**src/rtl/sd_pkg.sv**
```systemverilog
// Shared types and constants for the SPI-mode SD card initialization sequencer:
// FSM states, command selection, command encodings and failure codes.
package sd_pkg;

  typedef enum logic [2:0] {
    ST_IDLE    = 3'd0,
    ST_POWERUP = 3'd1,
    ST_ISSUE   = 3'd2,
    ST_WAIT    = 3'd3,
    ST_EVAL    = 3'd4,
    ST_GAP     = 3'd5,
    ST_READY   = 3'd6,
    ST_ERROR   = 3'd7
  } state_e;

  typedef enum logic [2:0] {
    SEL_CMD0   = 3'd0,
    SEL_CMD8   = 3'd1,
    SEL_CMD55  = 3'd2,
    SEL_ACMD41 = 3'd3,
    SEL_CMD58  = 3'd4
  } cmd_sel_e;

  typedef enum logic [2:0] {
    ERR_NONE           = 3'd0,
    ERR_CMD0_FAIL      = 3'd1,
    ERR_CMD8_BAD       = 3'd2,
    ERR_ACMD41_TIMEOUT = 3'd3,
    ERR_R1_REJECT      = 3'd4,
    ERR_CMD58_FAIL     = 3'd5,
    ERR_RESP_TIMEOUT   = 3'd6
  } err_e;

  localparam logic [5:0] CMD0_IDX   = 6'd0;
  localparam logic [5:0] CMD8_IDX   = 6'd8;
  localparam logic [5:0] CMD55_IDX  = 6'd55;
  localparam logic [5:0] ACMD41_IDX = 6'd41;
  localparam logic [5:0] CMD58_IDX  = 6'd58;

  localparam logic [6:0] CRC_CMD0      = 7'h4A;
  localparam logic [6:0] CRC_CMD8      = 7'h43;
  localparam logic [6:0] CRC_CMD55     = 7'h32;
  localparam logic [6:0] CRC_ACMD41_V2 = 7'h3B;
  localparam logic [6:0] CRC_ACMD41_V1 = 7'h72;
  localparam logic [6:0] CRC_CMD58     = 7'h7E;

  localparam logic [31:0] CMD8_ARG       = 32'h0000_01AA;
  localparam logic [31:0] ACMD41_ARG_HCS = 32'h4000_0000;

  typedef struct packed {
    logic [5:0]  idx;
    logic [31:0] arg;
    logic [6:0]  crc;
    logic        long_resp;  // 5-byte R3/R7 response instead of bare R1
  } cmd_word_t;

  function automatic cmd_word_t encode_cmd(input cmd_sel_e sel, input logic v2);
    cmd_word_t w;
    w = '{idx: CMD0_IDX, arg: 32'h0, crc: CRC_CMD0, long_resp: 1'b0};
    unique case (sel)
      SEL_CMD0:   w = '{idx: CMD0_IDX,  arg: 32'h0,    crc: CRC_CMD0,  long_resp: 1'b0};
      SEL_CMD8:   w = '{idx: CMD8_IDX,  arg: CMD8_ARG, crc: CRC_CMD8,  long_resp: 1'b1};
      SEL_CMD55:  w = '{idx: CMD55_IDX, arg: 32'h0,    crc: CRC_CMD55, long_resp: 1'b0};
      SEL_ACMD41: w = '{idx: ACMD41_IDX,
                        arg: v2 ? ACMD41_ARG_HCS : 32'h0,
                        crc: v2 ? CRC_ACMD41_V2 : CRC_ACMD41_V1,
                        long_resp: 1'b0};
      SEL_CMD58:  w = '{idx: CMD58_IDX, arg: 32'h0,    crc: CRC_CMD58, long_resp: 1'b1};
      default:    w = '{idx: CMD0_IDX,  arg: 32'h0,    crc: CRC_CMD0,  long_resp: 1'b0};
    endcase
    return w;
  endfunction

endpackage

```
**src/rtl/sd_init_sequencer_if.sv**
```systemverilog
// Request/response bundle between the init sequencer (master) and the
// single-command SD command controller (slave).
// Handshake: master holds cmd/arg/crc/nresponse stable and pulses cmd_start for
// one cycle; slave answers with a one-cycle cmd_done carrying r1 (and r_tail for
// 5-byte responses). There is no backpressure; one command is in flight at a time.
interface sd_init_sequencer_if #(
  parameter int MEMORY_SIZE_IN_BYTES = 64
);
  localparam int NRW = $clog2(MEMORY_SIZE_IN_BYTES);

  logic [5:0]     cmd;
  logic [31:0]    arg;
  logic [6:0]     crc;
  logic [NRW-1:0] nresponse;
  logic           cmd_start;
  logic           cmd_done;
  logic [7:0]     r1;
  logic [31:0]    r_tail;

  modport master (
    output cmd, arg, crc, nresponse, cmd_start,
    input  cmd_done, r1, r_tail
  );

  modport slave (
    input  cmd, arg, crc, nresponse, cmd_start,
    output cmd_done, r1, r_tail
  );
endinterface

```
**src/rtl/sd_cycle_timer.sv**
```systemverilog
// Loadable down-counter; expired_o is high while the count sits at zero, so a
// load of N-1 makes the owning state last exactly N cycles.
module sd_cycle_timer #(
  parameter int W = 17
) (
  input  logic         clk,
  input  logic         rst_n,
  input  logic         load_i,
  input  logic [W-1:0] load_value_i,
  output logic [W-1:0] value_o,
  output logic         expired_o
);

  logic [W-1:0] count_q, count_d;

  always_comb begin
    count_d = count_q;
    if (load_i) begin
      count_d = load_value_i;
    end else if (count_q != '0) begin
      count_d = count_q - 1'b1;
    end
  end

  always_ff @(posedge clk or negedge rst_n) begin
    if (!rst_n) begin
      count_q <= '0;
    end else begin
      count_q <= count_d;
    end
  end

  assign value_o   = count_q;
  assign expired_o = (count_q == '0);

endmodule

```
**src/rtl/sd_init_sequencer.sv**
```systemverilog
// SPI-mode SD card init sequencer: CMD0, CMD8, CMD55/ACMD41 polling, CMD58,
// issued one at a time through the command controller bundle.
module sd_init_sequencer
  import sd_pkg::*;
#(
  parameter int MEMORY_SIZE_IN_BYTES = 64,
  parameter int POWERUP_CYCLES       = 4096,
  parameter int CMD0_RETRIES         = 8,
  parameter int ACMD41_RETRIES       = 1024,
  parameter int POLL_GAP_CYCLES      = 256,
  parameter int RESP_TIMEOUT_CYCLES  = 65536
) (
  input  logic                clk,
  input  logic                rst_n,
  input  logic                init_start,
  sd_init_sequencer_if.master bus,
  output logic                busy,
  output logic                ready,
  output logic                error,
  output logic [2:0]          err_code,
  output logic                card_v2,
  output logic                card_hc,
  output logic [2:0]          dbg_state
);

  localparam int NRW = $clog2(MEMORY_SIZE_IN_BYTES);
  localparam int TW  = $clog2(RESP_TIMEOUT_CYCLES + POWERUP_CYCLES + POLL_GAP_CYCLES + 1);
  localparam int RW  = $clog2(CMD0_RETRIES + ACMD41_RETRIES + 1);

  state_e         state_q, state_d;
  cmd_sel_e       cur_cmd_q, cur_cmd_d;
  err_e           err_q, err_d;
  logic [RW-1:0]  retry_q, retry_d;
  logic           v2_q, v2_d;
  logic           hc_q, hc_d;
  logic [7:0]     r1_q, r1_d;
  logic [31:0]    tail_q, tail_d;
  logic           start_q, start_d;
  logic [5:0]     cmd_q;
  logic [31:0]    arg_q;
  logic [6:0]     crc_q;
  logic [NRW-1:0] nresp_q;

  logic           t_load;
  logic [TW-1:0]  t_value;
  logic [TW-1:0]  timer_value;
  logic           t_expired;
  cmd_word_t      next_word;

  // One timer serves POWERUP, WAIT and GAP; each state loads it on entry.
  sd_cycle_timer #(.W(TW)) u_timer (
    .clk          (clk),
    .rst_n        (rst_n),
    .load_i       (t_load),
    .load_value_i (t_value),
    .value_o      (timer_value),
    .expired_o    (t_expired)
  );

  always_comb begin
    state_d   = state_q;
    cur_cmd_d = cur_cmd_q;
    err_d     = err_q;
    retry_d   = retry_q;
    v2_d      = v2_q;
    hc_d      = hc_q;
    r1_d      = r1_q;
    tail_d    = tail_q;
    start_d   = 1'b0;
    t_load    = 1'b0;
    t_value   = '0;
    unique case (state_q)
      ST_IDLE, ST_READY, ST_ERROR: begin
        if (init_start) begin
          state_d = ST_POWERUP;
          err_d   = ERR_NONE;
          retry_d = '0;
          v2_d    = 1'b0;
          hc_d    = 1'b0;
          t_load  = 1'b1;
          t_value = TW'(POWERUP_CYCLES - 1);
        end
      end
      ST_POWERUP: begin
        if (t_expired) begin
          cur_cmd_d = SEL_CMD0;
          state_d   = ST_ISSUE;
        end
      end
      ST_ISSUE: begin
        start_d = 1'b1;
        t_load  = 1'b1;
        t_value = TW'(RESP_TIMEOUT_CYCLES - 1);
        state_d = ST_WAIT;
      end
      ST_WAIT: begin
        // A response arriving in the expiry cycle still counts.
        if (bus.cmd_done) begin
          r1_d    = bus.r1;
          tail_d  = bus.r_tail;
          state_d = ST_EVAL;
        end else if (t_expired) begin
          err_d   = ERR_RESP_TIMEOUT;
          state_d = ST_ERROR;
        end
      end
      ST_EVAL: begin
        unique case (cur_cmd_q)
          SEL_CMD0: begin
            if (r1_q == 8'h01) begin
              retry_d   = '0;
              cur_cmd_d = SEL_CMD8;
              state_d   = ST_ISSUE;
            end else if (retry_q >= RW'(CMD0_RETRIES - 1)) begin
              err_d   = ERR_CMD0_FAIL;
              state_d = ST_ERROR;
            end else begin
              retry_d = retry_q + 1'b1;
              state_d = ST_ISSUE;
            end
          end
          SEL_CMD8: begin
            if (r1_q == 8'h01 && tail_q[11:0] == 12'h1AA) begin
              v2_d      = 1'b1;
              cur_cmd_d = SEL_CMD55;
              state_d   = ST_ISSUE;
            end else if (r1_q[2]) begin
              v2_d      = 1'b0;
              cur_cmd_d = SEL_CMD55;
              state_d   = ST_ISSUE;
            end else begin
              err_d   = ERR_CMD8_BAD;
              state_d = ST_ERROR;
            end
          end
          SEL_CMD55: begin
            if (r1_q[7:1] == 7'd0) begin
              cur_cmd_d = SEL_ACMD41;
              state_d   = ST_ISSUE;
            end else begin
              err_d   = ERR_R1_REJECT;
              state_d = ST_ERROR;
            end
          end
          SEL_ACMD41: begin
            if (r1_q == 8'h00) begin
              if (v2_q) begin
                cur_cmd_d = SEL_CMD58;
                state_d   = ST_ISSUE;
              end else begin
                state_d = ST_READY;
              end
            end else if (r1_q == 8'h01) begin
              if (retry_q >= RW'(ACMD41_RETRIES - 1)) begin
                err_d   = ERR_ACMD41_TIMEOUT;
                state_d = ST_ERROR;
              end else begin
                retry_d = retry_q + 1'b1;
                t_load  = 1'b1;
                t_value = TW'(POLL_GAP_CYCLES - 1);
                state_d = ST_GAP;
              end
            end else begin
              err_d   = ERR_R1_REJECT;
              state_d = ST_ERROR;
            end
          end
          SEL_CMD58: begin
            if (r1_q == 8'h00) begin
              hc_d    = tail_q[30];
              state_d = ST_READY;
            end else begin
              err_d   = ERR_CMD58_FAIL;
              state_d = ST_ERROR;
            end
          end
          default: begin
            err_d   = ERR_R1_REJECT;
            state_d = ST_ERROR;
          end
        endcase
      end
      ST_GAP: begin
        if (t_expired) begin
          cur_cmd_d = SEL_CMD55;
          state_d   = ST_ISSUE;
        end
      end
      default: state_d = ST_IDLE;
    endcase
  end

  assign next_word = encode_cmd(cur_cmd_d, v2_d);

  always_ff @(posedge clk or negedge rst_n) begin
    if (!rst_n) begin
      state_q   <= ST_IDLE;
      cur_cmd_q <= SEL_CMD0;
      err_q     <= ERR_NONE;
      retry_q   <= '0;
      v2_q      <= 1'b0;
      hc_q      <= 1'b0;
      r1_q      <= '0;
      tail_q    <= '0;
      start_q   <= 1'b0;
      cmd_q     <= '0;
      arg_q     <= '0;
      crc_q     <= '0;
      nresp_q   <= '0;
    end else begin
      state_q   <= state_d;
      cur_cmd_q <= cur_cmd_d;
      err_q     <= err_d;
      retry_q   <= retry_d;
      v2_q      <= v2_d;
      hc_q      <= hc_d;
      r1_q      <= r1_d;
      tail_q    <= tail_d;
      start_q   <= start_d;
      // Command fields settle on ISSUE entry and hold until the next ISSUE.
      if (state_d == ST_ISSUE) begin
        cmd_q   <= next_word.idx;
        arg_q   <= next_word.arg;
        crc_q   <= next_word.crc;
        nresp_q <= next_word.long_resp ? NRW'(4) : '0;
      end
    end
  end

  assign bus.cmd       = cmd_q;
  assign bus.arg       = arg_q;
  assign bus.crc       = crc_q;
  assign bus.nresponse = nresp_q;
  assign bus.cmd_start = start_q;

  assign busy      = (state_q == ST_POWERUP) || (state_q == ST_ISSUE) || (state_q == ST_WAIT) ||
                     (state_q == ST_EVAL) || (state_q == ST_GAP);
  assign ready     = (state_q == ST_READY);
  assign error     = (state_q == ST_ERROR);
  assign err_code  = err_q;
  assign card_v2   = v2_q;
  assign card_hc   = hc_q;
  assign dbg_state = state_q;

  logic unused_ok;
  assign unused_ok = ^{tail_q[31], tail_q[29:12], timer_value};

endmodule

```
**src/flat_wrapper.sv**
```systemverilog
// flat-port wrapper written by rule: the top's interface ports become plain ports
module sd_init_sequencer_flat import sd_pkg::*;
#(
  parameter int MEMORY_SIZE_IN_BYTES = 64,
  parameter int POWERUP_CYCLES       = 4096,
  parameter int CMD0_RETRIES         = 8,
  parameter int ACMD41_RETRIES       = 1024,
  parameter int POLL_GAP_CYCLES      = 256,
  parameter int RESP_TIMEOUT_CYCLES  = 65536
)
  (clk, rst_n, init_start, busy, ready, error, err_code, card_v2, card_hc, dbg_state, bus_cmd, bus_arg, bus_crc, bus_nresponse, bus_cmd_start, bus_cmd_done, bus_r1, bus_r_tail);
  sd_init_sequencer_if #(.MEMORY_SIZE_IN_BYTES(MEMORY_SIZE_IN_BYTES)) bus_i ();
  input  logic clk;
  input  logic rst_n;
  input  logic init_start;
  output logic busy;
  output logic ready;
  output logic error;
  output logic [2:0] err_code;
  output logic card_v2;
  output logic card_hc;
  output logic [2:0] dbg_state;
  output wire logic [$bits(bus_i.cmd)-1:0] bus_cmd;
  output wire logic [$bits(bus_i.arg)-1:0] bus_arg;
  output wire logic [$bits(bus_i.crc)-1:0] bus_crc;
  output wire logic [$bits(bus_i.nresponse)-1:0] bus_nresponse;
  output wire logic [$bits(bus_i.cmd_start)-1:0] bus_cmd_start;
  input wire logic [$bits(bus_i.cmd_done)-1:0] bus_cmd_done;
  input wire logic [$bits(bus_i.r1)-1:0] bus_r1;
  input wire logic [$bits(bus_i.r_tail)-1:0] bus_r_tail;
  assign bus_cmd = bus_i.cmd;
  assign bus_arg = bus_i.arg;
  assign bus_crc = bus_i.crc;
  assign bus_nresponse = bus_i.nresponse;
  assign bus_cmd_start = bus_i.cmd_start;
  assign bus_i.cmd_done = bus_cmd_done;
  assign bus_i.r1 = bus_r1;
  assign bus_i.r_tail = bus_r_tail;
  sd_init_sequencer #(.MEMORY_SIZE_IN_BYTES(MEMORY_SIZE_IN_BYTES), .POWERUP_CYCLES(POWERUP_CYCLES), .CMD0_RETRIES(CMD0_RETRIES), .ACMD41_RETRIES(ACMD41_RETRIES), .POLL_GAP_CYCLES(POLL_GAP_CYCLES), .RESP_TIMEOUT_CYCLES(RESP_TIMEOUT_CYCLES)) u_core (.clk(clk), .rst_n(rst_n), .init_start(init_start), .bus(bus_i), .busy(busy), .ready(ready), .error(error), .err_code(err_code), .card_v2(card_v2), .card_hc(card_hc), .dbg_state(dbg_state));
endmodule
```
**config.mk**
```make
export PLATFORM = sky130hd
export DESIGN_NAME = sd_init_sequencer_flat
export DESIGN_NICKNAME = d
export VERILOG_FILES = /design/src/rtl/sd_pkg.sv /design/src/rtl/sd_init_sequencer_if.sv /design/src/rtl/sd_cycle_timer.sv /design/src/rtl/sd_init_sequencer.sv /design/src/flat_wrapper.sv
export SDC_FILE = /design/constraint.sdc
export NUM_CORES = 1
export LEC_CHECK = 0
export CORE_ASPECT_RATIO = 2
export CORE_MARGIN = 4
export CORE_UTILIZATION = 45
export CTS_CLUSTER_SIZE = 10
export DETAILED_ROUTE_END_ITERATION = 10
export GPL_ROUTABILITY_DRIVEN = 0
export PLACE_DENSITY = 0.72
export SYNTH_ARGS = -nofsm -noshare
export SYNTH_HDL_FRONTEND = slang
export SYNTH_SLANG_ARGS = --single-unit
```
**constraint.sdc**
```tcl
create_clock -name clk -period 3 [get_ports clk]
set_input_delay 0.45 -clock clk [delete_from_list [all_inputs] [get_ports clk]]
set_output_delay 0.45 -clock clk [all_outputs]
set_load 0.005 [all_outputs]
```
==> results of run 1 <==
power breakdown:
part | switching, mW | leakage, nW | internal (mW) | total [mW]
Combinational | 0.641 | 1.11 | 0.622 | 1.26
Clock | 0.423 | 0.131 | 0.582 | 1.00
Sequential | 0.340 | 0.945 | 1.29 | 1.63
Total | 1.40 | 2.19 | 2.49 | 3.90
area by class of cell:
cell class	count	area [sq um]	share of cell area (%)
clock inverters	6	41.3	0.772
repair buffers	74	691	12.9
inverters	23	86.3	1.61
clock buffers	10	239	4.47
multi-input cells	343	2270	42.5
well taps	132	165	3.09
flip-flops and latches	74	1850	34.6
path summary, 6_finish.rpt:
path	to	cells after the start	startpoint	slack (ns)
worst max register to register	u_core.bus.crc[2]	7	u_core.retry_q[0]	0.23
worst min register to register	u_core.bus.crc[1]	1	u_core.bus.crc[1]	0.49
worst max-delay path	u_core.bus.crc[2]	7	u_core.retry_q[0]	0.23
worst min-delay path	u_core.bus.crc[0]	1	rst_n	0.04
max in group asynchronous	u_core.retry_q[4]	2	rst_n	2.21
min in group clk	u_core.bus.crc[1]	1	u_core.bus.crc[1]	0.49
worst max-delay path: stages (launching register included):
cell and delay (ns):
dfrtp_1 0.42, ha_1 0.25, and3_1 0.26, o2111a_1 0.28, or4_4 0.56, a221o_1 0.45
nand3_1 0.29, o21ai_0 0.14
flip-flops by register name, indices dropped and copies added (netlist names):
name                    flops
u_core.bus.crc              6
u_core.r1_q                 8
u_core.bus.cmd              4
u_core.u_timer.value_o     17
u_core.bus.cmd_start        1
u_core.err_code             3
u_core.bus.arg              2
u_core.bus.nresponse        1
u_core.card_hc              1
u_core.dbg_state            3
u_core.tail_q              13
u_core.cur_cmd_q            3
u_core.card_v2              1
u_core.retry_q             11
cells in the mapped netlist (all sizes together), types with 7 or more instances:
cell type  count  share of area (%)
o21ai         21                2.3
nor2          30                2.5
or3            7               0.98
nand2         30                2.6
mux2          23                5.9
nand3         17                1.9
dfrtp         74                 41
a21oi         24                2.7
o211ai         7                1.2
buf           43                7.1
o31ai         16                2.8
a31oi         15                2.1
nor4          12                2.8
clkbuf        17                1.4
inv           23                1.9
nor3          16                2.0
per-layer routing:
metal	part of all wire, %	track usage, %
met1	35	20.0
met2	55	36.4
met4	2.6	8.67
met3	6.5	3.99
met5	0	0
metrics by stage:
step | util [%] | hold WS [ns] | instances | cell area [sq um]
2_1_floorplan | - | 0.154 | 500 | 4590
3_3_place_gp | 51.9 | 0.390 | 646 | 5070
3_5_place_dp | 51.9 | 0.400 | 646 | 5070
4_1_cts | 54.8 | 0.0320 | 662 | 5350
5_1_grt | 54.8 | 0.0574 | 662 | 5350
6_report | 54.8 | 0.0351 | 662 | 5350
kinds of logic (layout without fill, tap and decap cells):
family	after synthesis	count (layout)	synth area share, %
AOI/OAI and AO/OA	116	116	17.8
buffers and inverters	83	113	10.4
DFF	74	74	41.3
muxes	26	26	6.53
and+or+nand+nor	155	155	20.6
adders and majority gates	4	4	1.06
other	1	31	0.0837
xor gates and xnor gates	11	11	2.15
==> results_dict.tcl, run 1 <==
set metrics [dict create \
    ys.flop_type "dfrtp_1" \
    area_delta_synth_final_pct 19.3 \
    fmax_mhz 360 \
    antenna_left 0 \
    hp-class "in -> async" \
    drt-vias-per-instance 5.70 \
    cts_buffers 9 \
    maxSlewHeadroom_pct 47.6 \
    cp_data_arrival_time_ns 2.99 \
    clock_path_buffers 2 \
    wl_mm 10.5 \
    fin_crit_sh_pct 92.5 \
    postCtsSetupRepairBufs 0 \
    antenna_found_initial 0 \
    cts_resized 0 \
    n_fill_cell 886 \
    dp_hpwl_mm 7.98 \
    p_per_area_nw_per_um2 728 \
    status "complete, no violations" \
    die_x_microns 78.6 \
    seq_area_frac_synth_pct 41.3 \
    ys_async_sr_fraction_pct 100 \
    cp-end-kind "register" \
    numPortBuffers 56 \
    power_mw 3.90 \
    clk_pin_slew_worst_paths_ns 0.06 \
    synthDistinctLibCells 72 \
    tightest_slew_ns 0.780 \
    irDropWorstVdd_mv 0.411 \
    netlist_instances 470 \
    fin_skew_ns 0.00768 \
    syn_area_sq_um 4480 \
    drc_errors 0 \
    rows 51 \
    synth-edff-count 0 \
    setup_viol 0 \
    grt_first_pass_wirelength_mm 17.8 \
    yosysWarnings 0 \
    fin_ws_ns 0.225 \
    clkLatencyLatePin_ns 0.34 \
    cp.required_ns 3.21 \
    drt_first_pass_iters 7 \
    root_buffer "clkbuf_16" \
    final_cell_mix "dfrtp_1 (74), clkdlybuf4s50_1 (55), conb_1 (31), nor2_1 (30), nand2_1 (29)" \
    cts_sinks 74 \
    die_h_microns 149 \
    post_drt_wl_per_cell_microns 15.9 \
    drive_gt1_share_pct 14.7 \
    place_ws_ns 0.261 \
    die_area_sq_um 11700 \
    grt_pass1_vias 3721 \
    cp_max_fo 8 \
    fin_nets 572 \
    first_iter_violations 258 \
    finalHoldViolCount 0 \
    p_leak_nw 2.19 \
    cap_violations 0 \
    final.setup.tns_ns 0 \
    track_usage_pct 19.3 \
    antennaDiodeCount 0 \
    start_util_pct 45.9 \
    ios 107 \
    grt_overflow 0 \
    htreeDepth 3 \
    hold_buffers 0 \
    syn_area_per_cell_sq_um 9.54 \
    final_common_cell "dfrtp_1" \
    grt_start_max_net_pins 31 \
    rsz0062_at_grt "false" \
    slew_violations 0 \
    via_count 3775 \
    finalCriticalPeriod_ns 2.77 \
    start_kind "register" \
    worst-setup-path-type "reg -> reg" \
    ys_ff_latch 74 \
    cts_tree "done" \
    coreArea_sq_um 9760 \
]
(Power assumes the default switching activity.)
==> run 2, diff against run 1 <==
--- a/config.mk
+++ b/config.mk
@@ -7,11 +7,12 @@
 export LEC_CHECK = 0
 export CORE_ASPECT_RATIO = 2
 export CORE_MARGIN = 4
-export CORE_UTILIZATION = 45
+export CORE_UTILIZATION = 50
 export CTS_CLUSTER_SIZE = 10
 export DETAILED_ROUTE_END_ITERATION = 10
 export GPL_ROUTABILITY_DRIVEN = 0
-export PLACE_DENSITY = 0.72
+export PLACE_DENSITY = 0.79
+export RECOVER_POWER = 100
 export SYNTH_ARGS = -nofsm -noshare
 export SYNTH_HDL_FRONTEND = slang
 export SYNTH_SLANG_ARGS = --single-unit
==> run 2 against run 1 <==
Cell count decreased by 5.1%. Critical endpoint is now u_core.err_code[2]. Highest routed layer unchanged. Global-route usage increased by 1.9 points. Sequential power about the same. Critical path type unchanged. The flow now finishes with violations (capacitance limit, slew limit).
==> results_dict.tcl, run 2 (synthesized netlist as in run 1, its figures left out) <==
set metrics [dict create \
    via_count 3700 \
    power.switching_mw 1.38 \
    final_common_cell "dfrtp_1" \
    crit_chain "ha_1, and3_1, o2111a_1, or4_4, a21boi_0, o22ai_1, mux2_2" \
    ios 107 \
    wl_mm 10.4 \
    n_fill_cell 722 \
    tightest_slew_ns 1.99 \
    postCtsSetupRepairBufs 0 \
    clkLatencyLatePin_ns 0.34 \
    clkPwrFrac_pct 27.6 \
    dp.cells 612 \
    max_stage_delay_ns 0.55 \
    switching_share_pct 35.1 \
    maxSlewHeadroom_pct -32.7 \
    drive_gt1_share_pct 12.9 \
    final.setup.tns_ns 0 \
    slew_violations 37 \
    cp-end-kind "register" \
    p_per_area_nw_per_um2 744 \
    cts_sinks 74 \
    clock_path_buffers 2 \
    fmax_mhz 354 \
    die_x_microns 74.9 \
    hold_buffers 0 \
    setup_viol 0 \
    start_util_pct 51.5 \
    cts_resized 0 \
    cap_violations 1 \
    cp_max_fo 6 \
    coreArea_sq_um 8710 \
    p_int_mw 2.55 \
    startpoint "u_core.retry_q[0]" \
    violations "capacitance limit, slew limit" \
    hp-class "reg -> reg" \
    worst-setup-path-type "reg -> reg" \
    drc_errors 0 \
    finalHoldViolCount 0 \
    pwr-share-comb_pct 31.1 \
    layout.cells.non_filler 628 \
    finalCriticalPeriod_ns 2.83 \
    antenna_found_initial 0 \
    area_delta_synth_final_pct 18.0 \
    grt_first_pass_wirelength_mm 17.4 \
    numPortBuffers 56 \
    fin_nets 570 \
    power_frac_seq_pct 41.4 \
    r2r-start "u_core.retry_q[0]" \
    p_leak_nw 2.27 \
    grt_pass1_vias 3761 \
    rows 48 \
    critPathSlowestCell "or4_4" \
    irDropWorstVdd_mv 0.420 \
    drt-vias-per-instance 5.89 \
    die_h_microns 142 \
    min-delay-start "u_core.bus.crc[1]" \
    antennaDiodeCount 0 \
    status "complete, but fails checks" \
    post_drt_wl_per_cell_microns 16.6 \
    first_iter_violations 270 \
    cts_buffers 9 \
    fin_crit_sh_pct 94.2 \
    fin_skew_ns 0.00467 \
    die_area_sq_um 10600 \
    grt_start_max_net_pins 39 \
    clk_pin_slew_worst_paths_ns 0.06 \
    rsz0062_at_grt "false" \
    multi_input_area_sq_um 2260 \
    cp_data_arrival_time_ns 3.04 \
    htreeDepth 3 \
    cp.required_ns 3.22 \
    seq_area_sq_um 1850 \
    final_cell_mix "dfrtp_1 (74), conb_1 (31), nor2_1 (30), dlygate4sd3_1 (30), nand2_1 (29)" \
    start_kind "register" \
    largest_reg_flops 17 \
    track_usage_pct 21.2 \
    dp_hpwl_mm 7.80 \
    cts_tree "done" \
    grt_overflow 0 \
    drt_first_pass_iters 7 \
    root_buffer "clkbuf_16" \
    antenna_left 0 \
]
run 2: power by group through the flow:
stage	Clock, mW	Sequential (mW)	Combinational (mW)
floorplan	0	1.53	0.929
global route	1.15	1.67	1.37
global placement	0	1.62	1.21
finish	1.09	1.63	1.22
CTS	1.11	1.62	1.27
detailed placement	0	1.64	1.26
run 2: cell type report:
class                   count  area share, %
multi-input cells         343           42.7
flip-flops and latches     74           35.0
repair buffers             72           12.5
clock buffers              11           4.78
well taps                 100           2.37
inverters                  23           1.63
clock inverters             5          0.994
run 2: stage by stage:
step / util [%] / hold slack [ns] / setup slack [ns] / area, sq um / total power, mW
final: 60.7 / 0.476 / 0.175 / 5290 / 3.93
after global routing: 60.7 / 0.503 / 0.0515 / 5290 / 4.19
after CTS: 61.2 / 0.230 / 0.176 / 5330 / 4.00
after detailed placement: 57.7 / 0.471 / 0.210 / 5030 / 2.89
after global placement: 57.7 / 0.454 / 0.292 / 5030 / 2.83
after floorplan: - / 0.154 / 0.241 / 4590 / 2.45
run 2: critical path: cells and delay by family (launching register included):
family,cells,cell delay [ns]
flip-flops,1,0.43
AND/OR/NAND/NOR,2,0.82
AO/OA/AOI/OAI,3,0.81
multiplexers,1,0.39
adder cells (fa/ha/maj),1,0.27
run 2: metal layers:
| metal | wire length (microns) | part of all wire, % | track usage, % |
|---|---|---|---|
| met1 | 3770 | 36 | 23.2 |
| met2 | 5900 | 57 | 37.0 |
| met3 | 457 | 4.4 | 4.18 |
| met4 | 308 | 3.0 | 11.4 |
| met5 | 0 | 0 | 0 |
run 2: path summary, 6_finish.rpt:
path,to,slack [ns],cells past startpoint
max,u_core.err_code[2],0.17,7
min,u_core.bus.crc[1],0.48,1
max in group asynchronous,u_core.tail_q[30],1.18,1
max reg2reg,u_core.err_code[2],0.17,7
min reg2reg,u_core.bus.crc[1],0.48,1
min in group asynchronous,u_core.bus.cmd[2],0.67,1
==> run 3, diff against run 2 <==
--- a/config.mk
+++ b/config.mk
@@ -7,11 +7,11 @@
 export LEC_CHECK = 0
 export CORE_ASPECT_RATIO = 2
 export CORE_MARGIN = 4
-export CORE_UTILIZATION = 50
+export CORE_UTILIZATION = 45
 export CTS_CLUSTER_SIZE = 10
 export DETAILED_ROUTE_END_ITERATION = 10
 export GPL_ROUTABILITY_DRIVEN = 0
-export PLACE_DENSITY = 0.79
+export PLACE_DENSITY = 0.72
 export RECOVER_POWER = 100
 export SYNTH_ARGS = -nofsm -noshare
 export SYNTH_HDL_FRONTEND = slang
==> run 3 against run 2 <==
Total power is 2.0% lower. Clock-buffer cell count is 1 lower. The flow still finishes with violations (capacitance limit, slew limit). Via count is 1.2% higher.
==> results_dict.tcl, run 3 (synthesized netlist as in run 1, its figures left out) <==
set metrics [dict create \
    hp-class "in -> async" \
    finalHoldViolCount 0 \
    largest_reg_flops 17 \
    clk_pin_slew_worst_paths_ns 0.06 \
    fin_skew_ns 0.00716 \
    start_kind "register" \
    crit_buf_inv 1 \
    p_int_mw 2.45 \
    die_x_microns 78.6 \
    rsz0062_at_grt "false" \
    area_delta_synth_final_pct 18.3 \
    finalCriticalPeriod_ns 2.80 \
    p_leak_nw 2.24 \
    n_fill_cell 898 \
    htreeDepth 3 \
    clkLatencyLatePin_ns 0.34 \
    setup_viol 0 \
    final_core_util_pct 54.3 \
    fin_nets 572 \
    grt_first_pass_wirelength_mm 17.8 \
    switching_share_pct 36.4 \
    root_buffer "clkbuf_16" \
    start_util_pct 45.9 \
    final_common_cell "dfrtp_1" \
    coreArea_sq_um 9760 \
    maxSlewHeadroom_pct -11.1 \
    via_count 3743 \
    cp_max_fo 8 \
    track_usage_pct 19.3 \
    fin_area_sq_um 5300 \
    crit_chain "ha_1, and3_1, o2111a_1, or4_4, a221oi_2, clkbuf_2, o31ai_1, o41ai_1" \
    dp_hpwl_mm 7.98 \
    drive_gt1_share_pct 12.6 \
    drt_first_pass_iters 5 \
    slew_violations 31 \
    cts_buffers 9 \
    cp.required_ns 3.23 \
    cp-end-kind "register" \
    crit_family "compound AO/OA/AOI/OAI gates" \
    antenna_found_initial 0 \
    power.switching_mw 1.40 \
    irDropWorstVdd_mv 0.414 \
    critPathSlowestCell "or4_4" \
    die_h_microns 149 \
    tightest_slew_ns 1.67 \
    violations "capacitance limit, slew limit" \
    p_per_area_nw_per_um2 728 \
    drc_errors 0 \
    grt_overflow 0 \
    grt_start_max_net_pins 31 \
    pwr-share-comb_pct 31.7 \
    cp_data_arrival_time_ns 3.03 \
    ios 107 \
    cts_sinks 74 \
    fmax_mhz 357 \
    antenna_left 0 \
    worst-setup-path-type "reg -> reg" \
    timing.hold.ws_ns 0.234 \
    grt_pass1_vias 3721 \
    drt-vias-per-instance 5.65 \
    die_area_sq_um 11700 \
    cts_tree "done" \
    antennaDiodeCount 0 \
    status "complete, but fails checks" \
    wl_mm 10.6 \
    fin_crit_sh_pct 93.3 \
    clkPwrFrac_pct 26.1 \
    first_iter_violations 284 \
    max_stage_delay_ns 0.55 \
    numPortBuffers 56 \
    rows 51 \
    placed_area_sq_um 5070 \
    power_mw 3.86 \
    postCtsSetupRepairBufs 0 \
    cts_resized 0 \
    final_cell_mix "dfrtp_1 (74), conb_1 (31), nor2_1 (30), dlygate4sd3_1 (30), nand2_1 (29)" \
    clock_path_buffers 2 \
    power_frac_seq_pct 42.2 \
    final.setup.tns_ns 0 \
    hold_buffers 0 \
    cap_violations 2 \
    post_drt_wl_per_cell_microns 16.0 \
]
[run 3: layout make-up]
cell class	count	area, sq um	share of cell area (%)
inverters	23	86.3	1.63
repair buffers	74	661	12.5
well taps	132	165	3.12
flip-flops and latches	74	1850	34.9
clock buffers	10	239	4.51
clock inverters	6	41.3	0.779
multi-input cells	343	2260	42.6
[run 3: worst paths after layout]
check	slack [ns]	startpoint	depth (start not counted)	endpoint
worst max-delay path	0.20	u_core.retry_q[0]	8	u_core.bus.cmd[4]
min in group clk	0.48	u_core.bus.crc[1]	1	u_core.bus.crc[1]
worst min register to register	0.48	u_core.bus.crc[1]	1	u_core.bus.crc[1]
worst min-delay path	0.23	rst_n	1	u_core.bus.crc[0]
max in group asynchronous	0.71	rst_n	2	u_core.retry_q[4]
worst max register to register	0.20	u_core.retry_q[0]	8	u_core.bus.cmd[4]
[run 3: power by group through the flow]
stage | sequential (mW) | clock [mW] | combinational, mW
finish | 1.63 | 1.01 | 1.22
global route | 1.68 | 1.08 | 1.37
CTS | 1.62 | 1.03 | 1.27
detailed placement | 1.64 | 0 | 1.26
global placement | 1.62 | 0 | 1.23
floorplan | 1.53 | 0 | 0.929
[run 3: per-stage QoR]
step           worst slack (ns)  std cells
6_report                  0.201        662
5_1_grt                 0.00437        662
4_1_cts                   0.242        662
3_5_place_dp              0.261        646
3_3_place_gp              0.294        646
2_1_floorplan             0.241        500
[run 3: metal layers]
metal  vias to the layer above  share of wire [%]  GRT usage [%]
met3                        28                6.3           3.99
met1                      1786                 36           20.0
met5                         -                  0              0
met4                         0                3.4           8.67
li1                       1780                  -              -
met2                       149                 54           36.4
